<file path="src/rtl/seq_or_monitor_if.sv">
// seq_or_monitor_if: control, sampled-signal and result bundle for seq_or_monitor.
//   master : drives en, clr, start, a, b, stop; observes results.
//   slave  : the monitor; samples inputs, drives pass, fail, err_sticky,
//            pass_cnt, fail_cnt (channel i counters at [i*CW +: CW]).
interface seq_or_monitor_if #(
  parameter int NCH = 4,
  parameter int CW  = 8
);
  logic              en;
  logic              clr;
  logic [NCH-1:0]    start;
  logic [NCH-1:0]    a;
  logic [NCH-1:0]    b;
  logic [NCH-1:0]    stop;
  logic [NCH-1:0]    pass;
  logic [NCH-1:0]    fail;
  logic [NCH-1:0]    err_sticky;
  logic [NCH*CW-1:0] pass_cnt;
  logic [NCH*CW-1:0] fail_cnt;

  modport master (
    output en, clr, start, a, b, stop,
    input  pass, fail, err_sticky, pass_cnt, fail_cnt
  );

  modport slave (
    input  en, clr, start, a, b, stop,
    output pass, fail, err_sticky, pass_cnt, fail_cnt
  );
endinterface

</file>
<file path="src/rtl/seq_or_monitor.sv">
// seq_or_monitor: per-channel checker for
//   $rose(start) |=> (##D1 a) or (b ##D2 stop)     (|-> when OVERLAP=1)
// Every attempt resolves to exactly one pass or fail; overlapping attempts
// live in an age-indexed shift structure, one slot per age.
// Ports:
//   clk   : sampling clock, posedge
//   rst_n : synchronous active-low reset
//   bus   : seq_or_monitor_if.slave (en, clr, start, a, b, stop in;
//           pass, fail, err_sticky, pass_cnt, fail_cnt out)

// One channel. Attempt age k means "k edges after its trigger edge".
// Age 0 is the trigger itself (combinational); ages 1..L are registered.
module seq_or_lane #(
  parameter int D1      = 1,
  parameter int D2      = 2,
  parameter int OVERLAP = 0,
  parameter int CW      = 8
) (
  input  logic          clk,
  input  logic          rst_n,
  input  logic          en,
  input  logic          clr,
  input  logic          start,
  input  logic          a,
  input  logic          b,
  input  logic          stop,
  output logic          pass,
  output logic          fail,
  output logic          err_sticky,
  output logic [CW-1:0] pass_cnt,
  output logic [CW-1:0] fail_cnt
);
  localparam int ORG   = 1 - OVERLAP;          // age of consequent origin t0
  localparam int AGE_A = ORG + D1;             // age where a is required
  localparam int AGE_B = ORG + D2;             // age where stop is required
  localparam int L     = ORG + ((D1 > D2) ? D1 : D2);
  localparam int DEP   = (L > 0) ? L : 1;
  localparam int NW    = $clog2(L + 2);        // holds 0..L+1 resolutions

  logic           start_q;
  logic           trig;
  // slot j holds the attempt that will be age j+1 at the coming edge
  logic [DEP-1:0] v_q, av_q, bv_q;
  logic [DEP-1:0] v_nx, av_nx, bv_nx;
  logic [L:0]     p_k, f_k;
  logic [NW-1:0]  n_pass, n_fail;

  assign trig = en & start & ~start_q;

  genvar k;
  generate
    for (k = 0; k <= L; k++) begin : g_age
      logic vi, ai, bi, a_hit, b_ok, b_hit, an, bn;
      if (k == 0) begin : g_src
        assign {vi, ai, bi} = {trig, 1'b1, 1'b1};
      end else begin : g_src
        assign {vi, ai, bi} = {v_q[k-1], av_q[k-1], bv_q[k-1]};
      end
      assign a_hit  = ai && (k == AGE_A) && a;
      assign b_ok   = bi && !((k == ORG) && !b);
      assign b_hit  = b_ok && (k == AGE_B) && stop;
      // a branch stays viable only until its check age; at the check age it
      // either matched or died
      assign an     = ai && (k < AGE_A);
      assign bn     = b_ok && (k < AGE_B);
      // any match passes (both matching is still one pass)
      assign p_k[k] = vi && (a_hit || b_hit);
      assign f_k[k] = vi && !p_k[k] && !an && !bn;
      if (k < L) begin : g_fwd
        assign v_nx[k]  = vi && !p_k[k] && !f_k[k];
        assign av_nx[k] = an;
        assign bv_nx[k] = bn;
      end
    end
    if (L == 0) begin : g_nostage
      assign {v_nx, av_nx, bv_nx} = '0;
    end
  endgenerate

  always_comb begin
    n_pass = '0;
    n_fail = '0;
    for (int i = 0; i <= L; i++) begin
      n_pass = n_pass + NW'(p_k[i]);
      n_fail = n_fail + NW'(f_k[i]);
    end
  end

  function automatic logic [CW-1:0] sat_add(input logic [CW-1:0] c, input logic [NW-1:0] n);
    logic [CW:0] s;
    s = {1'b0, c} + (CW+1)'(n);
    return s[CW] ? '1 : s[CW-1:0];
  endfunction

  always_ff @(posedge clk) begin
    if (!rst_n) begin
      start_q    <= 1'b0;
      v_q        <= '0;
      av_q       <= '0;
      bv_q       <= '0;
      pass       <= 1'b0;
      fail       <= 1'b0;
      err_sticky <= 1'b0;
      pass_cnt   <= '0;
      fail_cnt   <= '0;
    end else begin
      start_q <= start;
      v_q     <= v_nx;
      av_q    <= av_nx;
      bv_q    <= bv_nx;
      // pulses report even when clr wipes the counters on the same edge
      pass    <= |p_k;
      fail    <= |f_k;
      if (clr) begin
        err_sticky <= 1'b0;
        pass_cnt   <= '0;
        fail_cnt   <= '0;
      end else begin
        if (|f_k) err_sticky <= 1'b1;
        pass_cnt <= sat_add(pass_cnt, n_pass);
        fail_cnt <= sat_add(fail_cnt, n_fail);
      end
    end
  end
endmodule

module seq_or_monitor #(
  parameter int NCH     = 4,
  parameter int D1      = 1,
  parameter int D2      = 2,
  parameter int OVERLAP = 0,
  parameter int CW      = 8
) (
  input logic              clk,
  input logic              rst_n,
  seq_or_monitor_if.slave  bus
);
  logic [NCH-1:0]         p, f, e;
  logic [NCH-1:0][CW-1:0] pcnt, fcnt;

  genvar ch;
  generate
    for (ch = 0; ch < NCH; ch++) begin : g_ch
      seq_or_lane #(.D1(D1), .D2(D2), .OVERLAP(OVERLAP), .CW(CW)) u_lane (
        .clk        (clk),
        .rst_n      (rst_n),
        .en         (bus.en),
        .clr        (bus.clr),
        .start      (bus.start[ch]),
        .a          (bus.a[ch]),
        .b          (bus.b[ch]),
        .stop       (bus.stop[ch]),
        .pass       (p[ch]),
        .fail       (f[ch]),
        .err_sticky (e[ch]),
        .pass_cnt   (pcnt[ch]),
        .fail_cnt   (fcnt[ch])
      );
    end
  endgenerate

  assign bus.pass       = p;
  assign bus.fail       = f;
  assign bus.err_sticky = e;
  assign bus.pass_cnt   = pcnt;
  assign bus.fail_cnt   = fcnt;
endmodule

</file>
<file path="src/flat_wrapper.sv">
// flat-port wrapper written by rule: the top's interface ports become plain ports
module seq_or_monitor_flat 
#(
  parameter int NCH     = 4,
  parameter int D1      = 1,
  parameter int D2      = 2,
  parameter int OVERLAP = 0,
  parameter int CW      = 8
)
  (clk, rst_n, bus_en, bus_clr, bus_start, bus_a, bus_b, bus_stop, bus_pass, bus_fail, bus_err_sticky, bus_pass_cnt, bus_fail_cnt);
  seq_or_monitor_if #(.NCH(NCH), .CW(CW)) bus_i ();
  input logic clk;
  input logic rst_n;
  input wire logic [$bits(bus_i.en)-1:0] bus_en;
  input wire logic [$bits(bus_i.clr)-1:0] bus_clr;
  input wire logic [$bits(bus_i.start)-1:0] bus_start;
  input wire logic [$bits(bus_i.a)-1:0] bus_a;
  input wire logic [$bits(bus_i.b)-1:0] bus_b;
  input wire logic [$bits(bus_i.stop)-1:0] bus_stop;
  output wire logic [$bits(bus_i.pass)-1:0] bus_pass;
  output wire logic [$bits(bus_i.fail)-1:0] bus_fail;
  output wire logic [$bits(bus_i.err_sticky)-1:0] bus_err_sticky;
  output wire logic [$bits(bus_i.pass_cnt)-1:0] bus_pass_cnt;
  output wire logic [$bits(bus_i.fail_cnt)-1:0] bus_fail_cnt;
  assign bus_i.en = bus_en;
  assign bus_i.clr = bus_clr;
  assign bus_i.start = bus_start;
  assign bus_i.a = bus_a;
  assign bus_i.b = bus_b;
  assign bus_i.stop = bus_stop;
  assign bus_pass = bus_i.pass;
  assign bus_fail = bus_i.fail;
  assign bus_err_sticky = bus_i.err_sticky;
  assign bus_pass_cnt = bus_i.pass_cnt;
  assign bus_fail_cnt = bus_i.fail_cnt;
  seq_or_monitor #(.NCH(NCH), .D1(D1), .D2(D2), .OVERLAP(OVERLAP), .CW(CW)) u_core (.clk(clk), .rst_n(rst_n), .bus(bus_i));
endmodule
</file>
<file path="config.mk">
export PLATFORM = sky130hd
export DESIGN_NAME = seq_or_monitor_flat
export DESIGN_NICKNAME = d
export VERILOG_FILES = /design/src/rtl/seq_or_monitor_if.sv /design/src/rtl/seq_or_monitor.sv /design/src/flat_wrapper.sv
export SDC_FILE = /design/constraint.sdc
export NUM_CORES = 1
export LEC_CHECK = 0
export BUFFER_PORTS_ARGS = -buffer_cell sky130_fd_sc_hd__buf_2
export CORE_AREA = 2 2 110 112
export CTS_BUF_LIST = sky130_fd_sc_hd__clkbuf_16
export CTS_CLUSTER_DIAMETER = 200
export CTS_CLUSTER_SIZE = 20
export DETAILED_ROUTE_END_ITERATION = 6
export DIE_AREA = 0 0 112 114
export PLACE_DENSITY = 0.75
export SLEW_MARGIN = 20
export SYNTH_ARGS = -nofsm -noshare
export SYNTH_HDL_FRONTEND = slang
export SYNTH_SLANG_ARGS = --single-unit
</file>
<file path="constraint.sdc">
create_clock -name clk -period 3.8 [get_ports clk]
set_input_delay 0.76 -clock clk [delete_from_list [all_inputs] [get_ports clk]]
set_output_delay 0.76 -clock clk [all_outputs]
set_load 0.05 [all_outputs]
</file>
==> results of run 1 <==
[synth_stat cells (4+ instances only)]
| library cell | count |
|---|---|
| a211oi_1 | 9 |
| a21boi_0 | 4 |
| a21o_1 | 7 |
| a21oi_1 | 37 |
| a31oi_1 | 15 |
| and2_1 | 14 |
| and3_1 | 19 |
| and3b_1 | 7 |
| and4_1 | 9 |
| buf_4 | 12 |
| clkbuf_1 | 10 |
| dfxtp_1 | 102 |
| fa_1 | 12 |
| ha_1 | 44 |
| inv_1 | 48 |
| mux2i_1 | 5 |
| nand2_1 | 23 |
| nand2b_1 | 9 |
| nand3_1 | 18 |
| nand4_1 | 6 |
| nor2_1 | 14 |
| nor2b_1 | 7 |
| nor3_1 | 13 |
| o21a_1 | 5 |
| o21ai_0 | 19 |
| or2_2 | 5 |
| or3_1 | 9 |
| or4_1 | 6 |
| xnor2_1 | 4 |
| xor2_1 | 4 |
[logic make-up after synthesis]
family,after synthesis
simple gates,167
compound gates,119
flops,102
buf+inv,73
fa+ha+maj,56
xor+xnor,8
mux,5
[registers in the layout, indices dropped and copies added, names as in the netlist]
| signal | count |
|---|---|
| u_core.g_ch.u_lane.pass_cnt | 32 |
| u_core.g_ch.u_lane.start_q | 4 |
| u_core.g_ch.u_lane.fail_cnt | 32 |
| u_core.g_ch.u_lane.fail | 4 |
| u_core.g_ch.u_lane.err_sticky | 4 |
| u_core.g_ch.u_lane.pass | 4 |
| u_core.g_ch.u_lane.av_q | 1 |
| u_core.g_ch.u_lane.bv_q | 9 |
| u_core.g_ch.u_lane.v_q | 12 |
[worst max path at each step]
stage | startpoint | to | slack [ns] | cells past startpoint
2_1_floorplan | bus_stop[2] | u_core.g_ch[2].u_lane.fail_cnt[7]$_SDFF_PP0_ | 0.72 | 7
3_3_place_gp | bus_stop[2] | u_core.g_ch[2].u_lane.fail_cnt[7]$_SDFF_PP0_ | 0.53 | 8
3_5_place_dp | bus_stop[2] | u_core.g_ch[2].u_lane.fail_cnt[7]$_SDFF_PP0_ | 0.47 | 8
4_1_cts | bus_stop[2] | u_core.g_ch[2].u_lane.fail_cnt[7]$_SDFF_PP0_ | 0.83 | 8
5_1_grt | bus_stop[2] | u_core.g_ch[2].u_lane.fail_cnt[7]$_SDFF_PP0_ | 0.72 | 8
6_report | bus_stop[2] | u_core.g_ch[2].u_lane.fail_cnt[7]$_SDFF_PP0_ | 0.79 | 8
[metrics by stage]
stage          total power [mW]  hold WS (ns)
3_3_place_gp               1.18         0.448
5_1_grt                    2.10         0.497
6_report                   2.02         0.468
3_5_place_dp               1.18         0.448
4_1_cts                    2.04         0.470
2_1_floorplan              1.15         0.442
[where the power goes]
group	switching, mW	internal (mW)	leakage (nW)	total [mW]
clock	0.414	0.447	0.134	0.861
combinational	0.0455	0.0251	1.79	0.0707
sequential	0.00600	1.08	0.825	1.09
total	0.466	1.55	2.75	2.02
[layer usage]
metal | track usage | part of all wire | up-vias
met4 | 0.0756 | 0.020 | 2
met2 | 0.285 | 0.47 | 95
met1 | 0.225 | 0.46 | 1925
li1 | - | - | 2044
met3 | 0.0414 | 0.047 | 19
met5 | 0 | 0.0012 | -
[worst max-delay path: stages]
cell and delay (ns):
buf_2 0.11, a21boi_0 0.33, fa_1 0.49, ha_1 0.22, fa_1 0.43, a21o_1 0.24, or4_1 0.53, o211a_1 0.14
[cells in the final DEF (no fill, tap or decap), types with 12 or more instances in the layout]
cell type  netlist  layout
a21oi_1         37      37
a31oi_1         15      15
and2_1          14      14
and3_1          19      19
buf_2            2      95
dfxtp_1        102     102
fa_1            12      12
ha_1            44      44
inv_1           48      49
nand2_1         23      23
nand3_1         18      18
nor2_1          14      14
nor3_1          13      13
o21ai_0         19      19
[final cells by class]
type / count / share of cell area
repair buffers: 99 / 0.0866
inverters: 48 / 0.0309
clock inverters: 7 / 0.00857
clock buffers: 9 / 0.0386
multi-input cells: 355 / 0.454
well taps: 147 / 0.0315
flip-flops and latches: 102 / 0.350
==> results_dict.tcl, run 1 <==
set metrics [dict create \
    fmax_mhz 332 \
    ys_seq_area_frac 0.407 \
    required_ns 4.04 \
    yosys.area.top_type "dfxtp_1" \
    setup_viol 0 \
    crit_arrival_ns 3.25 \
    io_pins 96 \
    fin_ws_ns 0.791 \
    final_net_count 691 \
    rsz0062_at_grt "false" \
    synth_warnings 0 \
    clk_pin_slew_ns 0.07 \
    fin_crit_sh 0.792 \
    syn_inst 530 \
    syn_to_final_growth_pct 16.4 \
    clockBufferDepth 2 \
    finalSetupTns_ns 0 \
    synth-compound-area-share 0.151 \
    synth-simple-area-share 0.195 \
    drc_errors 0 \
    syn_avg_cell_area_um2 9.46 \
    stdcell_area_mm2 0.00584 \
    seq_area_mm2 0.00204 \
    powerDensity_mw_per_mm2 345 \
    dr.pass1.iters 6 \
    holdPathStages 1 \
    yosys_most_used_dff "dfxtp_1" \
    drt_iter0_drc 322 \
    initial_utilization 0.428 \
    synth_area_mm2 0.00502 \
    coreArea_mm2 0.0117 \
    final_antenna_net_count 0 \
    synth-edff-count 0 \
    leakage_nw 2.75 \
    hp-start "u_core.g_ch[1].u_lane.err_sticky$_SDFFE_PP0P_" \
    antenna_found_initial 1 \
    synth-seq-cells 102 \
    synth_cell_types 51 \
    grt_usage 0.175 \
    io_buffers 95 \
    synth_top_family_by_area "simple AND/OR/NAND/NOR gates" \
    insertion_delay_ns 0.35 \
    final-hold-violation-count 0 \
    synth.area.mux_share 0.00998 \
    fin_cells 767 \
    wirelength_um 10900 \
    dp_slack_ns 0.472 \
    synthTopCellsByArea "dfxtp_1, ha_1, fa_1" \
    cts_hold_buffers 0 \
    die_w_um 112 \
    synthXorXnorAreaFrac 0.0140 \
    synthesis.nets 606 \
    worst_setup_path_start_kind "input port" \
    overflow 0 \
    gp_congestion 0.853 \
    grt_pass1_wl_um 18100 \
    place_inst 751 \
    whs_endpoint "u_core.g_ch[1].u_lane.err_sticky$_SDFFE_PP0P_" \
    grt_max_degree 54 \
    r2r_end "u_core.g_ch[2].u_lane.fail_cnt[7]$_SDFF_PP0_" \
    drive_gt1_frac 0.198 \
    fin_util 0.498 \
    crit_type "input port to register" \
    drv_slew 0 \
    rr_startpoint "u_core.g_ch[1].u_lane.av_q[1]$_SDFF_PN0_" \
    maxSlewHeadroom 0.500 \
    synthArstFlopShare 0 \
    status "finished clean" \
    place_hpwl_um 7970 \
    cts_root_buffer "clkbuf_16" \
    synth_adder_area_share 0.158 \
    worst_pin_slew_ns 0.747 \
    htree_levels 3 \
    grt_pass1_vias 3837 \
    cp-end-kind "register" \
    routedWlPerCell_um 14.2 \
    reg2regPathDepth 9 \
    ir_drop_mv 0.218 \
    via_count 4085 \
    fin_worst_skew_ns 0.00635 \
    cts_resized 0 \
    synth_top_area_frac 0.407 \
    n_antenna_cell 0 \
    final.min_clock_period_ns 3.01 \
    cts_tree "done" \
    fillers 1117 \
    hp-class "register to register" \
    cts_buffers 9 \
    post_cts_buffers 0 \
    viasPerCell 5.33 \
    dieArea_mm2 0.0128 \
    rrSetupSlack_ns 0.89 \
    rows 40 \
    maxCapViolations 0 \
    multiInputGateArea_mm2 0.00265 \
    critPathMaxFanout 4 \
    place_area_mm2 0.00556 \
    dieHeight_um 114 \
    numClockSinks 102 \
]
(Power assumes the default switching activity.)
==> run 2: changes to the inputs <==
Settings changed: PLACE_DENSITY 0.75 to 0.78.
Clock period 3.8 ns to 2.4 ns, I/O delays scaled along.
==> results_dict.tcl, run 2 (synthesized netlist as in run 1, its figures left out) <==
set metrics [dict create \
    status "complete, but fails checks" \
    violations "setup timing" \
    n_antenna_cell 0 \
    coreArea_mm2 0.0117 \
    final.min_clock_period_ns 2.52 \
    ir_drop_mv 0.392 \
    worst_setup_path_start_kind "register" \
    grt_pass1_vias 4208 \
    dieArea_mm2 0.0128 \
    fin_util 0.592 \
    layout_common_cells "dfxtp_1, buf_2, buf_4, inv_1, a21oi_1" \
    maxCapViolations 0 \
    dieHeight_um 114 \
    drt_iter0_drc 280 \
    rsz0062_at_grt "true" \
    final_antenna_net_count 0 \
    gp_congestion 0.827 \
    seq_power_share 0.503 \
    setup_viol 14 \
    critPathMaxFanout 3 \
    place_inst 792 \
    cp-end-kind "register" \
    drive_gt1_frac 0.393 \
    crit_arrival_ns 2.76 \
    hp-class "input port to register" \
    pwr-share-comb 0.045 \
    drv_slew 0 \
    grt_pass1_wl_um 19600 \
    p_int_mw 2.68 \
    cts_buffers 9 \
    fin_cells 821 \
    final-hold-violation-count 0 \
    clockBufferDepth 2 \
    routedWlPerCell_um 15.3 \
    drc_errors 0 \
    p_sw_uw 745 \
    initial_utilization 0.428 \
    numClockSinks 102 \
    fin_worst_skew_ns 0.00481 \
    fin_ws_ns -0.122 \
    switching_share 0.218 \
    syn_to_final_growth_pct 38.3 \
    pwr-share-clk 0.452 \
    fmax_mhz 397 \
    antenna_found_initial 0 \
    worst_pin_slew_ns 0.523 \
    htree_levels 3 \
    rows 40 \
    final_net_count 745 \
    grt_max_degree 32 \
    grt_usage 0.190 \
    powerDensity_mw_per_mm2 494 \
    stdcell_area_mm2 0.00694 \
    io_pins 96 \
    dr.pass1.iters 4 \
    cts_tree "done" \
    viasPerCell 5.38 \
    leakage_nw 3.08 \
    io_buffers 95 \
    via_count 4417 \
    wirelength_um 12600 \
    fillers 967 \
    required_ns 2.64 \
    fin_crit_sh 1.05 \
    power.total_mw 3.43 \
    place_area_mm2 0.00609 \
    dp_slack_ns -0.439 \
    cts_root_buffer "clkbuf_16" \
    maxSlewHeadroom 0.652 \
    final_common_cell "dfxtp_1" \
    reg.largest.list "u_core.g_ch.u_lane.fail_cnt (32), u_core.g_ch.u_lane.pass_cnt (32), u_core.g_ch.u_lane.v_q (12)" \
    overflow 0 \
    die_w_um 112 \
    insertion_delay_ns 0.35 \
    place_hpwl_um 8820 \
    clk_pin_slew_ns 0.07 \
    cts_hold_buffers 0 \
    crit_type "register to register" \
]
## run 2: cell count changes in the layout (fill, tap and decap cells not counted), sizes merged
cell      delta
bufinv       +2
clkinv       +1
clkinvlp     -1
inv          -2
buf         +54
## run 2: worst max-delay path, stage by stage, from the launching register on
cell,delay (ns)
dfxtp_4,0.39
nand2_8,0.06
nand2_4,0.07
nor2_4,0.04
fa_1,0.50
ha_2,0.22
fa_2,0.38
a21o_1,0.20
or4_1,0.41
o211a_1,0.15
## run 2: worst paths after layout
kind                                                 start                                       endpoint  slack [ns]  depth (start not counted)
max reg2reg       u_core.g_ch[1].u_lane.av_q[1]$_SDFF_PN0_   u_core.g_ch[2].u_lane.fail_cnt[7]$_SDFF_PP0_       -0.12                          9
min                                           bus_start[0]       u_core.g_ch[0].u_lane.start_q$_SDFF_PN0_        0.36                          2
min reg2reg  u_core.g_ch[1].u_lane.err_sticky$_SDFFE_PP0P_  u_core.g_ch[1].u_lane.err_sticky$_SDFFE_PP0P_        0.46                          1
max               u_core.g_ch[1].u_lane.av_q[1]$_SDFF_PN0_   u_core.g_ch[2].u_lane.fail_cnt[7]$_SDFF_PP0_       -0.12                          9
## run 2: power groups by stage
stage,combinational [mW],sequential [mW],clock (mW)
after global routing,0.168,1.72,1.64
after global placement,0.132,1.76,0
after CTS,0.141,1.72,1.58
after detailed placement,0.135,1.76,0
after floorplan,0.0788,1.76,0
final,0.153,1.72,1.55
## run 2: cell type report
class | instances | area [µm²] | area share
clock inverter | 7 | 90.1 | 0.0130
multi-input combinational | 355 | 3270 | 0.471
clock buffer | 9 | 225 | 0.0325
sequential | 102 | 2050 | 0.295
inverter | 48 | 180 | 0.0260
tap | 147 | 184 | 0.0265
timing repair buffer | 153 | 941 | 0.136
## run 2: layer usage
layer	track usage	up-vias	part of all wire
met5	0	-	0
met4	0.0829	0	0.026
met3	0.0361	28	0.041
met2	0.330	98	0.49
met1	0.231	2130	0.45
li1	-	2161	-
## run 2: repair_timing
| action | in CTS | in global routing |
|---|---|---|
| endpoints found under the setup margin | 42 | 52 |
| pin swaps | 24 | 35 |
| setup buffers | 7 | 9 |
| endpoints found under the hold margin | 0 | 0 |
| resized for setup | 34 | 60 |
## run 2: through the flow
stage / setup TNS (ns) / hold WS (ns)
5_1_grt: -2.51 / 0.355
6_report: -0.549 / 0.356
4_1_cts: -0.573 / 0.345
3_5_place_dp: -8.66 / 0.452
3_3_place_gp: -6.29 / 0.449
2_1_floorplan: -0.315 / 0.442
==> run 3: changes to the inputs <==
Settings changed: CELL_PAD_IN_SITES_DETAIL_PLACEMENT from default to 0, CELL_PAD_IN_SITES_GLOBAL_PLACEMENT from default to 1, CORE_AREA 2 2 110 112 to 2 2 118 120, DIE_AREA 0 0 112 114 to 0 0 120 122, PLACE_DENSITY 0.78 to 0.85.
==> results_dict.tcl, run 3 (synthesized netlist as in run 1, its figures left out) <==
set metrics [dict create \
    rsz0062_at_grt "true" \
    die_w_um 120 \
    fin_cells 853 \
    power.total_mw 3.54 \
    antenna_found_initial 0 \
    drv_slew 0 \
    initial_utilization 0.371 \
    maxSlewHeadroom 0.539 \
    ir_drop_mv 0.395 \
    fmax_mhz 405 \
    gp_congestion 0.809 \
    dr.pass1.iters 4 \
    crit_type "register to register" \
    required_ns 2.64 \
    insertion_delay_ns 0.35 \
    final_common_cell "dfxtp_1" \
    powerDensity_mw_per_mm2 505 \
    final_net_count 744 \
    cts_hold_buffers 0 \
    final-hold-violation-count 0 \
    htree_levels 3 \
    place_hpwl_um 8790 \
    slowest_stage "or4_1" \
    fin_hold_ws_ns 0.349 \
    p_sw_uw 759 \
    setup_viol 9 \
    grt_usage 0.173 \
    critPathMaxFanout 4 \
    worst_pin_slew_ns 0.691 \
    numClockSinks 102 \
    maxCapViolations 0 \
    final.min_clock_period_ns 2.47 \
    io_buffers 95 \
    p_int_mw 2.78 \
    cpPeakStageDelay_ns 0.50 \
    n_antenna_cell 0 \
    overflow 0 \
    status "complete, but fails checks" \
    drt_iter0_drc 195 \
    cts_buffers 9 \
    hp-start "bus_start[2]" \
    whs_endpoint "u_core.g_ch[2].u_lane.start_q$_SDFF_PN0_" \
    crit_chain "nand2b_4 > buf_4 > buf_4 > ha_4 > ha_4 > ha_4 > ha_4 > o211ai_1 > or4_1 > o211a_1" \
    fin_ws_ns -0.0692 \
    viasPerCell 5.08 \
    layout_common_cells "dfxtp_1, buf_2, buf_4, inv_1, a21oi_1" \
    pwr-share-clk 0.471 \
    switching_share 0.214 \
    path_delay_family "adder cells" \
    cp-end-kind "register" \
    syn_to_final_growth_pct 39.9 \
    violations "setup timing" \
    grt_max_degree 54 \
    io_pins 96 \
    r2r_end "u_core.g_ch[2].u_lane.fail_cnt[7]$_SDFF_PP0_" \
    rrSetupSlack_ns -0.07 \
    cts_tree "done" \
    reg2regPathDepth 10 \
    pwr-share-comb 0.043 \
    fillers 1217 \
    grt_pass1_wl_um 20100 \
    dieHeight_um 122 \
    routedWlPerCell_um 15.0 \
    rows 43 \
    reg.largest.list "u_core.g_ch.u_lane.fail_cnt (32), u_core.g_ch.u_lane.pass_cnt (32), u_core.g_ch.u_lane.v_q (12)" \
    drc_errors 0 \
    crit_path_frequent_cell "ha_4" \
    rr_startpoint "u_core.g_ch[3].u_lane.bv_q[0]$_DFF_P_" \
    crit_buf_inv 2 \
    grt_pass1_vias 4268 \
    holdPathStages 2 \
    cts_root_buffer "clkbuf_16" \
    via_count 4332 \
    dieArea_mm2 0.0146 \
    clk_pin_slew_ns 0.07 \
    clockBufferDepth 2 \
    fin_worst_skew_ns 0.00741 \
    worst_setup_path_start_kind "register" \
    coreArea_mm2 0.0135 \
    drive_gt1_frac 0.404 \
    hp-class "input port to register" \
    fin_crit_sh 1.03 \
    crit_arrival_ns 2.71 \
    final_antenna_net_count 0 \
    leakage_nw 3.05 \
    seq_power_share 0.486 \
    place_inst 825 \
    wirelength_um 12800 \
]
run 3: what timing repair did:
action,CTS,global route
endpoints found under the setup margin,60,51
pin swaps,38,39
resized for setup,52,48
buffers inserted,11,4
run 3: power by group through the flow:
stage          Clock (mW)  Combinational [mW]  Sequential [mW]
3_5_place_dp            0               0.138             1.76
4_1_cts              1.70               0.147             1.72
6_report             1.67               0.151             1.72
3_3_place_gp            0               0.135             1.76
5_1_grt              1.75               0.165             1.72
2_1_floorplan           0              0.0788             1.76
run 3: final cells by class:
| cell class | count | area, µm² | area share |
|---|---|---|---|
| repair buffers | 152 | 935 | 0.133 |
| well taps | 180 | 225 | 0.0321 |
| clock buffers | 9 | 225 | 0.0321 |
| multi-input cells | 355 | 3290 | 0.469 |
| inverters | 48 | 180 | 0.0257 |
| flip-flops and latches | 102 | 2050 | 0.292 |
| clock inverters | 7 | 113 | 0.0160 |
run 3: worst max-delay path by stage:
stage	start	slack, ns	to	cells after the start
after floorplan	bus_a[2]	-0.19	u_core.g_ch[2].u_lane.fail_cnt[7]$_SDFF_PP0_	9
after global placement	bus_a[2]	-0.35	u_core.g_ch[2].u_lane.fail_cnt[7]$_SDFF_PP0_	10
after detailed placement	bus_a[2]	-0.41	u_core.g_ch[2].u_lane.fail_cnt[7]$_SDFF_PP0_	10
after CTS	u_core.g_ch[1].u_lane.av_q[1]$_SDFF_PN0_	-0.10	u_core.g_ch[0].u_lane.fail_cnt[7]$_SDFF_PP0_	10
after global routing	u_core.g_ch[1].u_lane.av_q[1]$_SDFF_PN0_	-0.11	u_core.g_ch[2].u_lane.fail_cnt[7]$_SDFF_PP0_	9
final	u_core.g_ch[3].u_lane.bv_q[0]$_DFF_P_	-0.07	u_core.g_ch[2].u_lane.fail_cnt[7]$_SDFF_PP0_	10
run 3: per-stage QoR:
step | setup slack (ns) | util | cell area [µm²] | setup TNS, ns
after floorplan | -0.190 | - | 5250 | -0.315
after global placement | -0.355 | 0.455 | 6150 | -7.12
after detailed placement | -0.408 | 0.455 | 6150 | -10.25
after CTS | -0.102 | 0.502 | 6780 | -0.890
after global routing | -0.106 | 0.520 | 7020 | -2.31
final | -0.0692 | 0.520 | 7020 | -0.223
run 3: per-layer routing:
metal	global-route usage	up-vias	wire, µm
met5	0	-	0
met1	0.214	2093	5750
met3	0.0295	22	407
met4	0.0765	0	262
met2	0.295	76	6360
li1	-	2141	-
